$ cat config.mk
export PLATFORM = sky130hd
export DESIGN_NAME = id_scoreboard
export DESIGN_NICKNAME = d
export VERILOG_FILES = /design/src/rtl/id_scoreboard_pkg.sv /design/src/rtl/id_scoreboard_fwd_select.sv /design/src/rtl/id_scoreboard.sv
export SDC_FILE = /design/constraint.sdc
export NUM_CORES = 1
export LEC_CHECK = 0
export ABC_AREA = 1
export BUFFER_PORTS_ARGS = -buffer_cell sky130_fd_sc_hd__clkbuf_2
export CAP_MARGIN = 20
export CORE_MARGIN = 2
export CORE_UTILIZATION = 48
export DETAILED_ROUTE_END_ITERATION = 12
export HOLD_SLACK_MARGIN = 0.15
export PLACE_DENSITY = 0.76
export SLEW_MARGIN = 15
export SYNTH_ARGS = -nofsm -noshare
export SYNTH_HDL_FRONTEND = slang
export SYNTH_HIERARCHICAL = 1
export SYNTH_SLANG_ARGS = --single-unit
export TNS_END_PERCENT = 30
$ cat constraint.sdc
create_clock -name clk -period 1.8 [get_ports clk]
set_input_delay 0 -clock clk [delete_from_list [all_inputs] [get_ports clk]]
set_output_delay 0 -clock clk [all_outputs]
set_load 0.01 [all_outputs]
$ cat src/rtl/id_scoreboard_pkg.sv
// id_scoreboard_pkg
//   Shared definitions for the ID-stage operand scoreboard.
//   - fwd_ch_e   : forwarding channel indices, youngest (EX) at index 0
//   - lat_e      : producer latencies as seen by the ID stage
//   - fwd_bus_w  : width of one {we, waddr, wdata} channel bus, matching ex_to_id_bus
//   - clip_lat   : clip a producer latency to what the counters can hold
package id_scoreboard_pkg;

  typedef enum int {
    FWD_EX  = 0,
    FWD_MEM = 1,
    FWD_WB  = 2
  } fwd_ch_e;

  typedef enum int {
    LAT_NONE = 0,
    LAT_ALU  = 3,
    LAT_LOAD = 4
  } lat_e;

  // One channel bus is laid out as {we, waddr[aw-1:0], wdata[dw-1:0]}.
  function automatic int fwd_bus_w(input int aw, input int dw);
    return 1 + aw + dw;
  endfunction

  // Loads nominally need 4 cycles; counters saturate at maxlat.
  function automatic int clip_lat(input int lat, input int maxlat);
    return (lat > maxlat) ? maxlat : lat;
  endfunction

endpackage

$ cat src/rtl/id_scoreboard_fwd_select.sv
// id_scoreboard_fwd_select
//   NFWD-way priority bypass mux for one source operand. The lowest-index
//   (youngest) channel whose destination matches raddr wins; register 0
//   never matches. Purely combinational.
// Ports
//   raddr      in   AW        operand register address
//   fwd_valid  in   NFWD      channel i carries final result data
//   fwd_waddr  in   NFWD*AW   channel i destination at [i*AW +: AW]
//   fwd_wdata  in   NFWD*DW   channel i data at [i*DW +: DW]
//   rf_rdata   in   DW        regfile read data, used when no channel hits
//   rdata      out  DW        bypassed operand
//   hit        out  1         some channel supplied the operand
module id_scoreboard_fwd_select
  import id_scoreboard_pkg::*;
#(
  parameter int AW   = 5,
  parameter int DW   = 32,
  parameter int NFWD = 3
) (
  input  logic [AW-1:0]      raddr,
  input  logic [NFWD-1:0]    fwd_valid,
  input  logic [NFWD*AW-1:0] fwd_waddr,
  input  logic [NFWD*DW-1:0] fwd_wdata,
  input  logic [DW-1:0]      rf_rdata,
  output logic [DW-1:0]      rdata,
  output logic               hit
);

  // Walk from oldest to youngest so the youngest matching channel is the
  // last assignment and therefore wins.
  always_comb begin
    rdata = rf_rdata;
    hit   = 1'b0;
    for (int i = NFWD - 1; i >= int'(FWD_EX); i--) begin
      if (fwd_valid[i] && (fwd_waddr[i*AW +: AW] == raddr) && (raddr != '0)) begin
        rdata = fwd_wdata[i*DW +: DW];
        hit   = 1'b1;
      end
    end
  end

endmodule

$ cat src/rtl/id_scoreboard.sv
// id_scoreboard
//   Operand readiness, bypass and interlock unit for the ID stage.
//   A per-register latency counter tracks how many cycles remain until an
//   in-flight producer's result reaches the register file. An operand whose
//   counter is non-zero and which no forwarding channel supplies is busy and
//   raises stallreq. The fetched instruction is held across any stall so
//   inst_out stays aligned with its pc.
// Ports
//   clk, rst               clock, synchronous active-high reset
//   stall_ext              downstream stall or cache miss
//   flush                  kill the instruction in ID, clear the hold
//   inst_in / inst_out     raw fetched instruction / instruction to decode
//   raddr1/2, use1/2       operand addresses and whether they are read
//   rf_rdata1/2            regfile read data
//   fwd_valid/waddr/wdata  NFWD forwarding channels, index 0 youngest
//   issue_valid/we/waddr   instruction in ID and its destination
//   issue_lat              cycles until the result is readable from the regfile
//   rdata1/2               bypassed operands
//   stallreq               interlock request
//
// Handshake: issue_valid is the ID instruction's valid; it is accepted
// (issue_fire) only when neither stallreq nor stall_ext holds it and it is
// not flushed. Only an accepted instruction records a pending destination.
module id_scoreboard
  import id_scoreboard_pkg::*;
#(
  parameter  int AW     = 5,
  parameter  int DW     = 32,
  parameter  int NFWD   = 3,
  parameter  int MAXLAT = 3,
  localparam int CW     = $clog2(MAXLAT + 1)
) (
  input  logic               clk,
  input  logic               rst,
  input  logic               stall_ext,
  input  logic               flush,
  input  logic [DW-1:0]      inst_in,
  output logic [DW-1:0]      inst_out,
  input  logic [AW-1:0]      raddr1,
  input  logic [AW-1:0]      raddr2,
  input  logic               use1,
  input  logic               use2,
  input  logic [DW-1:0]      rf_rdata1,
  input  logic [DW-1:0]      rf_rdata2,
  input  logic [NFWD-1:0]    fwd_valid,
  input  logic [NFWD*AW-1:0] fwd_waddr,
  input  logic [NFWD*DW-1:0] fwd_wdata,
  input  logic               issue_valid,
  input  logic               issue_we,
  input  logic [AW-1:0]      issue_waddr,
  input  logic [CW-1:0]      issue_lat,
  output logic [DW-1:0]      rdata1,
  output logic [DW-1:0]      rdata2,
  output logic               stallreq
);

  localparam int NREG = 2 ** AW;

  logic [CW-1:0] cnt_q [NREG];
  logic [CW-1:0] cnt_d [NREG];
  logic          hold_v_q, hold_v_d;
  logic [DW-1:0] hold_inst_q, hold_inst_d;

  logic hit1, hit2;
  logic busy1, busy2;
  logic stall_any;
  logic issue_fire;

  // ---------------------------------------------------------------------
  // Bypass muxes, one per operand
  // ---------------------------------------------------------------------
  id_scoreboard_fwd_select #(
    .AW  (AW),
    .DW  (DW),
    .NFWD(NFWD)
  ) u_fwd1 (
    .raddr    (raddr1),
    .fwd_valid(fwd_valid),
    .fwd_waddr(fwd_waddr),
    .fwd_wdata(fwd_wdata),
    .rf_rdata (rf_rdata1),
    .rdata    (rdata1),
    .hit      (hit1)
  );

  id_scoreboard_fwd_select #(
    .AW  (AW),
    .DW  (DW),
    .NFWD(NFWD)
  ) u_fwd2 (
    .raddr    (raddr2),
    .fwd_valid(fwd_valid),
    .fwd_waddr(fwd_waddr),
    .fwd_wdata(fwd_wdata),
    .rf_rdata (rf_rdata2),
    .rdata    (rdata2),
    .hit      (hit2)
  );

  // ---------------------------------------------------------------------
  // Interlock. Busy uses the counter value before this cycle's update, so
  // an instruction issuing to the register it reads does not stall itself.
  // A hit on any channel means the data exists now, so the stall drops in
  // the same cycle the result appears.
  // ---------------------------------------------------------------------
  always_comb begin
    busy1      = use1 && (cnt_q[raddr1] != '0) && !hit1;
    busy2      = use2 && (cnt_q[raddr2] != '0) && !hit2;
    stallreq   = (busy1 || busy2) && issue_valid;
    stall_any  = stallreq || stall_ext;
    issue_fire = issue_valid && !stallreq && !stall_ext && !flush;
  end

  // ---------------------------------------------------------------------
  // Latency counters. A new issue overrides any count in progress; r0 is
  // never pending. Flush only blocks new issues: producers already in
  // flight still write back, so their counters keep running.
  // ---------------------------------------------------------------------
  always_comb begin
    cnt_d[0] = '0;
    for (int r = 1; r < NREG; r++) begin
      if (issue_fire && issue_we && (issue_waddr == AW'(r))) begin
        cnt_d[r] = issue_lat;
      end else if (cnt_q[r] != '0) begin
        cnt_d[r] = cnt_q[r] - CW'(1);
      end else begin
        cnt_d[r] = cnt_q[r];
      end
    end
  end

  // ---------------------------------------------------------------------
  // Instruction hold. Capture on the first stalled cycle only, so the held
  // word is the one that was presented when the stall began even if the
  // instruction SRAM output moves on. Release when the stall goes away.
  // ---------------------------------------------------------------------
  always_comb begin
    hold_v_d    = hold_v_q;
    hold_inst_d = hold_inst_q;
    if (flush) begin
      hold_v_d = 1'b0;
    end else if (stall_any) begin
      if (!hold_v_q) begin
        hold_v_d    = 1'b1;
        hold_inst_d = inst_in;
      end
    end else begin
      hold_v_d = 1'b0;
    end
  end

  assign inst_out = hold_v_q ? hold_inst_q : inst_in;

  always_ff @(posedge clk) begin
    if (rst) begin
      for (int r = 0; r < NREG; r++) begin
        cnt_q[r] <= '0;
      end
      hold_v_q    <= 1'b0;
      hold_inst_q <= '0;
    end else begin
      cnt_q       <= cnt_d;
      hold_v_q    <= hold_v_d;
      hold_inst_q <= hold_inst_d;
    end
  end

endmodule

==> impl_metrics.tcl, run 1 <==
set metrics [dict create \
    status "finished, violations left" \
    violations "setup timing" \
    p_clk_frac 0.150 \
    core_area_um2 22400 \
    setup_slack_ns -0.0929 \
    grt_max_degree 66 \
    clock_skew_ns 0.0159 \
    clk_pin_slew_ns 0.08 \
    numCtsBuffers 9 \
    fp.dieArea_um2 23900 \
    finalCriticalPeriod_ns 1.89 \
    holdPathStages 4 \
    ys_ff_latch 95 \
    syn_nets 2181 \
    grt.overflow.total 0 \
    pre_cts_ws_ns -0.325 \
    crit_arrival_ns 2.17 \
    clockBufferDepth 2 \
    worstSetupStartpointType "flip-flop" \
    yosys_warnings 6 \
    path_max_fanout 18 \
    netlist_area_um2 10900 \
    syn_inst 1915 \
    hp-start "issue_lat[1]" \
    rsz0062_at_grt "true" \
    combPwrFrac 0.589 \
    die_h_um 154 \
    rows 55 \
    yosysTopAreaCellShare 0.226 \
    finalWeightedCongestion 0.984 \
    start_util 0.484 \
    synth_area_leaders "nand2_1 23%, dfxtp_1 18%, nand3_1 12%, inv_1 9.3%, nor2_1 7.7%" \
    power.density_nw_per_um2 909 \
    synth_cell_types 34 \
    worstMarginPinSlew_ns 0.887 \
    pin_count 332 \
    worstReg2RegEnd "hold_inst_q[30]" \
    syn_to_final_growth_pct 30.8 \
    drt_wl_total_um 37700 \
    r2r-start "cnt_q[3]" \
    insertion_delay_ns 0.36 \
    vias 13200 \
    leakage_uw 0.00832 \
    hold_class "input port to flip-flop" \
    port_buffers 331 \
    p_seq_frac 0.262 \
    whs_ns 0.216 \
    synth_top_area_cell "nand2_1" \
    sw_frac_of_total 0.417 \
    yosysSeqAreaShare 0.175 \
    worstPathRequired_ns 2.08 \
    setup_viol 87 \
    slew_headroom 0.409 \
    via_per_inst 5.08 \
    holdPathEnd "cnt_q[45]" \
    ctsHtreeMaxLevel 3 \
    hpwl_um 27400 \
    track_usage 0.303 \
    final_util 0.634 \
    r2r_cells 14 \
    finalNetCount 2568 \
    slew_violations 0 \
    drive_gt1_frac 0.323 \
    numClockSinks 95 \
    path_class "flip-flop to flip-flop" \
    drc_errors 0 \
    postSynthAreaPerCell_um2 5.67 \
    die_width_um 154 \
    p_sw_uw 5390 \
    drtAntennaViolNets 0 \
    clockRootBuffer "clkbuf_16" \
    n_fill_cell 2156 \
    intPower_uw 7530 \
    drtPass1Iterations 6 \
    ir_worst_vdd_mv 0.582 \
    max_cap_violations 0 \
    grt_antenna_before_repair 6 \
    hold_viol_final 0 \
    max_freq_mhz 528 \
    drt_iter0_markers 1165 \
    grt_pass1_vias 12100 \
    cts_tree "built" \
    regToRegSetupSlack_ns -0.09 \
    wl_per_cell_um 14.5 \
    worstSetupEndpointType "flip-flop" \
    finalCritPeriodShare 1.05 \
    grt_pass1_wl_um 59500 \
]
## what timing repair did
item	4_1_cts	5_1_grt
buffers inserted	3	1
pin swaps	6	5
hold buffers	33	0
hold endpoints to repair	33	0
endpoints found under the setup margin	96	159
gates resized for setup	76	65
cloned	3	3
## stage by stage
step | instances | cell area, um2 | TNS (ns) | power (uW)
global placement | 2538 | 13000 | -13.79 | 10000
CTS | 2591 | 14000 | -3.02 | 12700
finish | 2597 | 14200 | -2.98 | 12900
detailed placement | 2538 | 13000 | -18.23 | 10300
global route | 2596 | 14200 | -17.22 | 14100
floorplan | 1915 | 10900 | 0 | 8150
## logic make-up after synthesis
logic type      after synthesis  synth area share
fa+ha+maj                    31            0.0357
mux                          31            0.0321
compound gates               84            0.0470
flops                        95             0.175
xor+xnor                     37            0.0298
simple gates               1221             0.505
buf+inv                     416             0.176
## sequential cells by signal, summed over array words and instances, names as in the netlist
signal and cells:
hold_inst_q 32, cnt_q 62, hold_v_q 1
## how the worst max path moves through the flow
stage / to / cells past startpoint / start
finish: hold_inst_q[30] / 14 / cnt_q[3]
detailed placement: hold_inst_q[1] / 16 / raddr2[1]
CTS: hold_inst_q[24] / 16 / cnt_q[11]
floorplan: hold_inst_q[12] / 17 / raddr1[4]
global route: cnt_q[59] / 16 / cnt_q[13]
global placement: hold_inst_q[16] / 16 / raddr2[1]
## layout by cell type (no fill, tap or decap), types with 3 or more instances in the layout
| cell | n |
|---|---|
| nand2_4 | 7 |
| a21oi_1 | 14 |
| nor2_1 | 205 |
| inv_2 | 57 |
| o21ai_0 | 34 |
| inv_1 | 261 |
| nand2_1 | 646 |
| xnor2_1 | 5 |
| xor2_1 | 31 |
| clkinv_1 | 3 |
| ha_1 | 31 |
| clkbuf_16 | 12 |
| nand3_4 | 4 |
| nand3_1 | 233 |
| nand2_2 | 14 |
| nand3_2 | 71 |
| mux2_2 | 31 |
| buf_6 | 3 |
| dlygate4sd3_1 | 33 |
| dfxtp_1 | 56 |
| nor2_2 | 5 |
| inv_6 | 4 |
| diode_2 | 5 |
| nor2_4 | 23 |
| nor2_8 | 5 |
| clkbuf_2 | 328 |
| a21oi_2 | 30 |
| buf_4 | 89 |
| buf_12 | 10 |
| dfxtp_2 | 39 |
## worst max-delay path, cell delays in order, from the launching register on
cell and delay [ns]:
dfxtp_2 0.33, nor2_1 0.04, buf_4 0.14, a21oi_2 0.12, nand2_1 0.06, nand3_1 0.08, nand2_1 0.06, nand2_1 0.06
nand3_2 0.10, nand2_4 0.15, nand2_4 0.09, nand2_8 0.15, buf_12 0.20, a21oi_2 0.07, nor2_1 0.16
## metal layers
metal / GRT usage / vias to the layer above / part of all wire
met1: 0.371 / 5905 / 0.41
met4: 0.127 / 2 / 0.044
met2: 0.529 / 558 / 0.48
li1: - / 6606 / -
met5: 0 / - / 0.00040
met3: 0.0479 / 118 / 0.071
## cells in the mapped netlist
| cell type | number |
|---|---|
| buf_6 | 32 |
| inv_2 | 50 |
| dfxtp_1 | 95 |
| nor2_8 | 5 |
| a31oi_1 | 1 |
| inv_1 | 268 |
| nand4_1 | 2 |
| xor2_1 | 31 |
| nand3b_1 | 1 |
| nand2_2 | 9 |
| a21oi_2 | 19 |
| nor2_1 | 222 |
| clkbuf_1 | 18 |
| nand2_4 | 5 |
| nor3_4 | 2 |
| o21a_1 | 2 |
| nand2_1 | 654 |
| buf_1 | 9 |
| ha_1 | 31 |
| xnor2_1 | 6 |
| nand3_2 | 52 |
| o21ai_1 | 1 |
| mux2_2 | 31 |
| buf_2 | 20 |
| nor2_4 | 10 |
| o21ai_0 | 34 |
| a21oi_1 | 25 |
| nand3_1 | 256 |
| nor2_2 | 1 |
| buf_4 | 13 |
| clkinv_1 | 3 |
| buf_8 | 3 |
| nor3_1 | 2 |
| a21boi_2 | 2 |
## area by class of cell
class | count | area (um2) | area share
tap | 285 | 357 | 0.0251
antenna | 5 | 12.5 | 0.000880
multi-input combinational | 1404 | 7400 | 0.521
clock inverter | 7 | 71.3 | 0.00502
timing repair buffer | 471 | 3000 | 0.211
inverter | 321 | 1200 | 0.0847
clock buffer | 9 | 225 | 0.0158
sequential | 95 | 1950 | 0.137
## power groups by stage
stage,clock [uW],combinational [uW],sequential (uW)
floorplan,0,4990,3160
global placement,0,6870,3160
detailed placement,0,7140,3190
CTS,1960,7450,3310
global route,2050,8600,3460
finish,1930,7610,3380
Note: power is estimated with default switching activity, not from simulation.
==> inputs of run 2 (changes only) <==
CORE_UTILIZATION = 46   (was 48)
SYNTH_HIERARCHICAL = not set   (was 1)
==> impl_metrics.tcl, run 2 <==
set metrics [dict create \
    max_freq_mhz 491 \
    violations "setup timing" \
    met3_length_um 4000 \
    insertion_delay_ns 0.35 \
    power.density_nw_per_um2 981 \
    crit_arrival_ns 2.26 \
    grt_pass1_wl_um 56700 \
    drt_iter0_markers 1029 \
    worstSetupEndpointType "flip-flop" \
    path_max_fanout 6 \
    finalNetCount 2285 \
    clk_pin_slew_ns 0.07 \
    grt_pass1_vias 11000 \
    rows 51 \
    yosys_warnings 0 \
    core_area_um2 19500 \
    clock_skew_ns 0.0141 \
    slew_violations 0 \
    ys_top_cells_by_count "446 x nand2_1, 297 x nor2_1, 159 x inv_1, 140 x nand3_1, 110 x o21ai_0" \
    synth_enable_flop_cells 0 \
    die_h_um 145 \
    final_area_um2 13000 \
    route.met2.wl_um 17500 \
    numClockSinks 95 \
    clockRootBuffer "clkbuf_16" \
    placed_area_um2 11800 \
    finalCritPeriodShare 1.13 \
    layout_common_cells "436 x nand2_1, 307 x clkbuf_2, 280 x nor2_1, 153 x inv_1, 119 x nand3_1" \
    die_width_um 145 \
    reg.largest.list "cnt_q x62, hold_inst_q x32, hold_v_q x1" \
    hold_class "input port to flip-flop" \
    synth.most_common_cell "nand2_1" \
    ir_worst_vdd_mv 0.676 \
    worstSetupStartpointType "flip-flop" \
    grt_max_degree 79 \
    hold_viol_final 0 \
    final_common_cell "nand2_1" \
    pre_cts_ws_ns -0.240 \
    synthFlopType "dfxtp_1" \
    port_buffers 331 \
    wl_per_cell_um 16.9 \
    synth_area_leaders "dfxtp_1 21%, nand2_1 18%, nor2_1 12%, nand3_1 7.7%, inv_1 6.5%" \
    finalWeightedCongestion 1.00 \
    clockBufferDepth 2 \
    ys_ff_latch 95 \
    hpwl_um 28400 \
    leakage_uw 0.00666 \
    fp.dieArea_um2 21000 \
    worstPathRequired_ns 2.02 \
    grt.overflow.total 0 \
    netlist_area_um2 9130 \
    cts_tree "built" \
    async_reset_ff_frac 0 \
    path_class "flip-flop to flip-flop" \
    drc_errors 0 \
    yosysSeqAreaShare 0.208 \
    vias 12300 \
    finalCriticalPeriod_ns 2.04 \
    syn_inst 1598 \
    slew_headroom 0.460 \
    postSynthAreaPerCell_um2 5.71 \
    drt_wl_total_um 38800 \
    pin_count 332 \
    drt-met1-wl_um 15100 \
    status "finished, violations left" \
    track_usage 0.344 \
    syn_nets 1864 \
    highest_layer "met5" \
    synth_top_area_cell "dfxtp_1" \
    instances_no_fill 2292 \
    largest_reg_flops 62 \
    synth_cell_types 38 \
    syn_to_final_growth_pct 42.6 \
    largest-register "cnt_q" \
    n_fill_cell 1670 \
    worstMarginPinSlew_ns 0.809 \
    grt_antenna_before_repair 4 \
    drtAntennaViolNets 0 \
    setup_viol 94 \
    placedCellCount 2233 \
    ctsHtreeMaxLevel 3 \
    max_cap_violations 0 \
    setup_slack_ns -0.237 \
    yosysTopAreaCellShare 0.208 \
    via_per_inst 5.38 \
    rsz0062_at_grt "true" \
    start_util 0.469 \
    numCtsBuffers 9 \
    drive_gt1_frac 0.308 \
    drtPass1Iterations 5 \
]
==> run 2: cell families after synthesis <==
family | after synthesis | synth area share
simple gates | 913 | 0.409
buf+inv | 259 | 0.118
compound gates | 225 | 0.142
flops | 95 | 0.208
xor+xnor | 43 | 0.0413
mux | 32 | 0.0394
fa+ha+maj | 31 | 0.0425
==> run 2: report_power, final <==
group	total [uW]	switching [uW]	internal, uW
logic	7410	3870	3530
registers	3310	493	2820
clock network	2040	905	1140
total	12800	5270	7490
==> run 2: cell type report <==
class                   count  area [um2]  area share
multi-input cells        1244        6480       0.498
well taps                 265         332      0.0255
clock inverters             6        75.1     0.00577
diodes                      3        7.51    0.000577
clock buffers              10         239      0.0184
flip-flops and latches     95        1910       0.147
repair buffers            503        3330       0.256
inverters                 166         629      0.0484
==> run 2: stage by stage <==
stage | utilization | power [uW] | hold WS [ns] | setup TNS [ns]
after floorplan | - | 7880 | 0.0716 | 0
after global placement | 0.606 | 9870 | 0.189 | -14.43
after detailed placement | 0.606 | 10100 | 0.192 | -19.32
after CTS | 0.647 | 12400 | 0.152 | -8.17
after global routing | 0.668 | 13800 | 0.210 | -25.84
final | 0.668 | 12800 | 0.165 | -11.00
==> run 2: final timing paths <==
kind | startpoint | slack, ns | endpoint | depth (start not counted)
setup / recovery | cnt_q[5] | -0.24 | cnt_q[0] | 16
hold / removal | issue_waddr[4] | 0.17 | cnt_q[9] | 4
setup reg to reg | cnt_q[5] | -0.24 | cnt_q[0] | 16
hold reg to reg | hold_inst_q[3] | 0.49 | hold_inst_q[3] | 2
==> run 2: worst max-delay path, stage by stage (launching register included) <==
cell and delay [ns]:
dfxtp_2 0.33, nor2_2 0.19, nand2_1 0.08, nand2_1 0.07, nor2_1 0.03, nand2_1 0.06
nand3_1 0.06, nand2_1 0.08, nand2_1 0.06, nand3_2 0.09, nand2_4 0.08, nor2_8 0.11
buf_12 0.15, buf_12 0.13, nand3_1 0.11, nor2_1 0.19, nor2_2 0.08
==> run 2: what timing repair did <==
action	in CTS	in global routing
pin swaps	11	21
buffers inserted	2	4
hold buffers	33	0
resized for setup	40	138
endpoints found under the setup margin	115	157
gates cloned	1	2
hold endpoints to repair	33	0
==> run 2: per-layer routing <==
metal | global-route usage | up-vias
li1 | - | 5952
met1 | 0.426 | 5533
met2 | 0.540 | 689
met3 | 0.110 | 145
met4 | 0.168 | 4
met5 | 0 | -
